==> src/rtl/intr_ack_sequencer.sv <==
// ============================================================================
// intr_ack_sequencer : 8259-style INTA sequencer with ISR, vector and EOI/rotation
// Optional poll command enabled by defining POLL_CMD_EN.   Revision: 1.0
// ============================================================================
`default_nettype none

module intr_ack_sequencer #(
  parameter logic [2:0] LOW_PRIO_RST = 3'd7,
  parameter int         INTA_SYNC    = 0
) (
  input  logic       clk,
  input  logic       reset,
  input  logic [7:0] irr,
  input  logic       inta,
  input  logic [4:0] vector_base,
  input  logic       auto_eoi,
  input  logic       eoi,
  input  logic       eoi_specific,
  input  logic [2:0] eoi_level,
  input  logic       eoi_rotate,
`ifdef POLL_CMD_EN
  input  logic       poll,
`endif
  output logic       int_req,
  output logic [7:0] isr,
  output logic [7:0] clr_irr,
  output logic [7:0] data_out,
  output logic       data_valid
);

  localparam logic [1:0] S_IDLE = 2'd0;
  localparam logic [1:0] S_REQ  = 2'd1;
  localparam logic [1:0] S_ACK1 = 2'd2;
  localparam logic [1:0] S_ACK2 = 2'd3;

  // Returns {found, index} of the highest-priority set bit; lp is the lowest level.
  function automatic logic [3:0] pick(input logic [7:0] v, input logic [2:0] lp);
    logic [2:0] idx;
    pick = 4'b0;
    for (int i = 7; i >= 0; i--) begin
      idx = lp + 3'(i + 1);
      if (v[idx]) pick = {1'b1, idx};
    end
  endfunction

  function automatic logic [2:0] rank(input logic [2:0] idx, input logic [2:0] lp);
    rank = idx - lp - 3'd1;
  endfunction

  logic [1:0] state, state_next;
  logic [2:0] low_prio, ack_id;
  logic       spurious, inta_s, inta_d, rise, fall;
  logic       cand_found, isr_found, eligible;
  logic [2:0] cand, isr_top;
  logic       poll_go, take, set_isr, eoi_hit, auto_clr, load_data;
  logic [2:0] eoi_sel;
  logic [7:0] set_mask, clr_mask, data_next;

  generate
    if (INTA_SYNC != 0) begin : g_inta_sync
      logic [1:0] sync_q;
      always_ff @(posedge clk or posedge reset) begin
        if (reset) sync_q <= 2'b00;
        else       sync_q <= {sync_q[0], inta};
      end
      assign inta_s = sync_q[1];
    end else begin : g_inta_direct
      assign inta_s = inta;
    end
  endgenerate

  assign rise = inta_s & ~inta_d;
  assign fall = ~inta_s & inta_d;

  assign {cand_found, cand}   = pick(irr, low_prio);
  assign {isr_found, isr_top} = pick(isr, low_prio);
  assign eligible = cand_found && (!isr_found || (rank(cand, low_prio) < rank(isr_top, low_prio)));

`ifdef POLL_CMD_EN
  assign poll_go = poll && ((state == S_IDLE) || (state == S_REQ));
`else
  assign poll_go = 1'b0;
`endif

  always_ff @(posedge clk or posedge reset) begin
    if (reset) state <= S_IDLE;
    else       state <= state_next;
  end

  always_comb begin
    state_next = state;
    case (state)
      S_IDLE:  if (eligible) state_next = S_REQ;
      S_REQ:   if (rise)     state_next = S_ACK1;
      S_ACK1:  if (rise)     state_next = S_ACK2;
      S_ACK2:  if (fall)     state_next = S_IDLE;
      default: state_next = S_IDLE;
    endcase
    if (poll_go) state_next = S_IDLE;
  end

  // EOI sees the pre-update ISR; set is OR-ed in last so it wins on a collision.
  always_comb begin
    take      = (state == S_REQ) && rise && !poll_go;
    set_isr   = (take || poll_go) && eligible;
    set_mask  = set_isr ? (8'd1 << cand) : 8'd0;
    eoi_sel   = eoi_specific ? eoi_level : isr_top;
    eoi_hit   = eoi && (eoi_specific ? isr[eoi_level] : isr_found);
    auto_clr  = (state == S_ACK2) && fall && auto_eoi && !spurious;
    clr_mask  = (eoi_hit ? (8'd1 << eoi_sel) : 8'd0) | (auto_clr ? (8'd1 << ack_id) : 8'd0);
    load_data = ((state == S_ACK1) && rise) || poll_go;
    data_next = poll_go ? {eligible, 4'b0000, cand} : {vector_base, ack_id};
  end

  always_ff @(posedge clk or posedge reset) begin
    if (reset) begin
      inta_d     <= 1'b0;
      int_req    <= 1'b0;
      isr        <= 8'd0;
      clr_irr    <= 8'd0;
      data_out   <= 8'd0;
      data_valid <= 1'b0;
      low_prio   <= LOW_PRIO_RST;
      ack_id     <= 3'd7;
      spurious   <= 1'b0;
    end else begin
      inta_d     <= inta_s;
      int_req    <= (state_next == S_REQ);
      isr        <= (isr & ~clr_mask) | set_mask;
      clr_irr    <= set_mask;
      data_valid <= load_data;
      if (load_data) data_out <= data_next;
      if (take) begin
        ack_id   <= eligible ? cand : 3'd7;
        spurious <= !eligible;
      end
      if (eoi_hit && eoi_rotate)       low_prio <= eoi_sel;
      else if (auto_clr && eoi_rotate) low_prio <= ack_id;
    end
  end

endmodule

`default_nettype wire
==> config.mk <==
export PLATFORM = sky130hd
export DESIGN_NAME = intr_ack_sequencer
export DESIGN_NICKNAME = d
export VERILOG_FILES = /design/src/rtl/intr_ack_sequencer.sv
export SDC_FILE = /design/constraint.sdc
export NUM_CORES = 1
export LEC_CHECK = 0
export BUFFER_PORTS_ARGS = -buffer_cell sky130_fd_sc_hd__buf_4
export CELL_PAD_IN_SITES_DETAIL_PLACEMENT = 0
export CELL_PAD_IN_SITES_GLOBAL_PLACEMENT = 1
export CORE_ASPECT_RATIO = 2
export CORE_MARGIN = 2
export CORE_UTILIZATION = 35
export CTS_BUF_LIST = sky130_fd_sc_hd__clkbuf_4 sky130_fd_sc_hd__clkbuf_8
export DETAILED_ROUTE_END_ITERATION = 10
export PLACE_DENSITY_LB_ADDON = 0.1
export SETUP_SLACK_MARGIN = 0.3
export SLEW_MARGIN = 10
export SYNTH_ARGS = -nofsm -noshare
export SYNTH_HDL_FRONTEND = slang
export SYNTH_SLANG_ARGS = --single-unit
==> constraint.sdc <==
create_clock -name clk -period 8 [get_ports clk]
set_input_delay 0.4 -clock clk [delete_from_list [all_inputs] [get_ports clk]]
set_output_delay 0.4 -clock clk [all_outputs]
set_load 0.02 [all_outputs]
==> metrics <==
Starting Density 35.9%; top cells by count, synth 30 x dfrtp_1, 29 x nor2_1, 22 x nand2_1; Synth Area in Simple Gates 17.1%; Most used DFF post-synth dfrtp_1; # port buffers 48; synth top area cells dfrtp_1 22%, mux4_2 14%, mux2_2 5.8%; Seq/Total Area, Yosys 26.1%; Antenna Violating Nets Remaining 0; Tcrit/Tclk final 71.7%; final max-slew violation count 0; first-pass GRT wire length 17600 um; Buffers & Inverters on Critical Path 2; layout cells sized above 1 30.2%; diode count 0; cell family with most CP delay adder cells; status finished clean; drt drc 0; worst path required time 8220 ps; Unique masters post-synth 72; TritonRoute pass-1 iters 4; vias in the first global route 3183; vias post-DR 3155; Yosys top cell by area dfrtp_1; max-cap violations 0; Compound-Gate Fraction of Synth Area 20.3%; GRT Overall Usage 21.3%; largest family of logic cells by synthesized area multiplexers; Routability Congestion 0.910; Yosys top cell area share 21.6%; Worst Hold Class in -> async; core footprint 9700 um^2; slowest cell delay on critical path 810 ps; Synth Cell Area 3480 um^2; Post-CTS Hold Buffers 0; WL final 11100 um; Post-CTS Setup Bufs 0; H-tree levels 2; I/O pin count 49; slowest CP cell ha_1; crit path time final 5740 ps; Yosys warnings 0; most frequent cell after synthesis dfrtp_1; f_max 174 MHz; Congestion Overflow GR 0; Post-Synth Adder-Cell Area 3.30%; routed length per instance 21.1 um; critical path arrival 5960 ps; largest net degree at the start of global routing 38; CTS Buffer Depth 2; worst skew pair latency 300 ps; number of antenna violations at the first check in global routing 0; Via density 5.96; # setup viols final 0; Mapped Cells 357; Root Driver clkbuf_8; Post-layout nets 427; CP endpoint kind register; CTS Buf Count 5; Synth-to-Final Area Change 15.1%; Async S/R FF share, synth 100%; worst slew pin tran 828 ps; Clock transition at path regs 70 ps; final hold vios 0; CP Launch Type register; number of synthesized flops with an enable pin 0; Die Height 145 um; Synth Register Bits 36; RSZ-0062 raised after global routing no; TritonCTS clock tree done; detailed placement HPWL 8650 um; critical path, cell by cell inv_1, ha_1, mux4_2, mux2_2, o311ai_1, nor3_1, a221oi_2, inv_2, fa_1, xnor2_1, xnor2_1, ha_1, a21oi_1, nor2_2, or3b_1, or2_1, o22ai_1; Die W 74.5 um; post-CTS sizing 0; clk sink count 36; xor and xnor area share after synthesis 2.26%; Crit Path Class reg -> reg; Initial DRC Count 250; relative slew slack 44.8%; crit-path max FO 18; synthesized net count 388; mux contribution to synthesized area 25.9%; syn_area_per_cell 9.76 um^2; num rows 51; Die ar. 10800 um^2; Setup TNS Final 0 ps; Setup Skew 7.63 ps
[layer usage]
layer	vias up	track usage, %	wire length [um]
met5	-	0	0
met4	0	8.21	303
met3	22	1.53	335
met2	103	40.4	6550
met1	1575	23.1	3950
li1	1455	-	-
[logic make-up after synthesis]
| logic type | count (synthesis) |
|---|---|
| flops | 36 |
| buf+inv | 32 |
| compound gates | 100 |
| fa+ha+maj | 8 |
| xor+xnor | 9 |
| mux | 61 |
| simple gates | 111 |
[worst register-to-register path, cell delays in order, from the launching register on]
cell      delay, ps
dfstp_2         530
inv_1           130
ha_1            810
mux4_2          680
mux2_2          350
o311ai_1        310
nor3_1           90
a221oi_2        370
inv_2           110
fa_1            410
xnor2_1         150
xnor2_1         170
ha_1            290
a21oi_1         160
nor2_2           70
or3b_1          460
or2_1           380
o22ai_1         200
[state kept, by name (all words and copies together), names as in the netlist]
signal / cells
clr_irr: 8
data_out: 8
isr: 8
ack_id: 3
low_prio: 3
state: 2
data_valid: 1
int_req: 1
inta_d: 1
spurious: 1
[through the flow]
stage | util (%) | hold slack [ps] | cell area, um^2 | setup slack (ps) | instances
after floorplan | - | 431 | 3480 | 2190 | 357
after global placement | 40.3 | 491 | 3910 | 2370 | 521
after detailed placement | 40.3 | 496 | 3910 | 2240 | 521
after CTS | 41.3 | 229 | 4010 | 2220 | 529
after global routing | 41.3 | 248 | 4010 | 1850 | 529
final | 41.3 | 210 | 4010 | 2260 | 529
[final cells by class]
class | instances | area [um^2]
sequential | 36 | 908
fill | 1016 | 5690
multi-input combinational | 289 | 2400
clock inverter | 1 | 7.51
inverter | 11 | 41.3
timing repair buffer | 53 | 398
clock buffer | 7 | 90.1
tap | 132 | 165
[layout by cell type (no fill, tap or decap), types with 5 or more instances in the layout]
cell type,n
buf_4,53
dfrtp_1,30
nor2_1,29
nand2_1,22
mux4_2,21
mux2_2,18
mux2i_1,18
nand2b_1,16
a21oi_1,16
o21ai_0,15
inv_1,9
nor3_1,7
o21ai_1,7
xnor2_1,6
ha_1,6
dfstp_2,6
clkbuf_8,6
o31ai_1,5
o22ai_1,5
[path summary, 6_finish.rpt]
kind | start | to | slack (ps) | cells after the start
max | low_prio[1] | isr[4] | 2260 | 17
min in group clk | inta | inta_d | 240 | 1
min reg2reg | inta_d | state[1] | 500 | 1
max in group asynchronous | reset | low_prio[0] | 7420 | 3
max reg2reg | low_prio[1] | isr[4] | 2260 | 17
min | reset | data_out[5] | 210 | 3
Power is not shown: default switching activity piles up to over one toggle a cycle in this logic, so the estimate is an artifact.
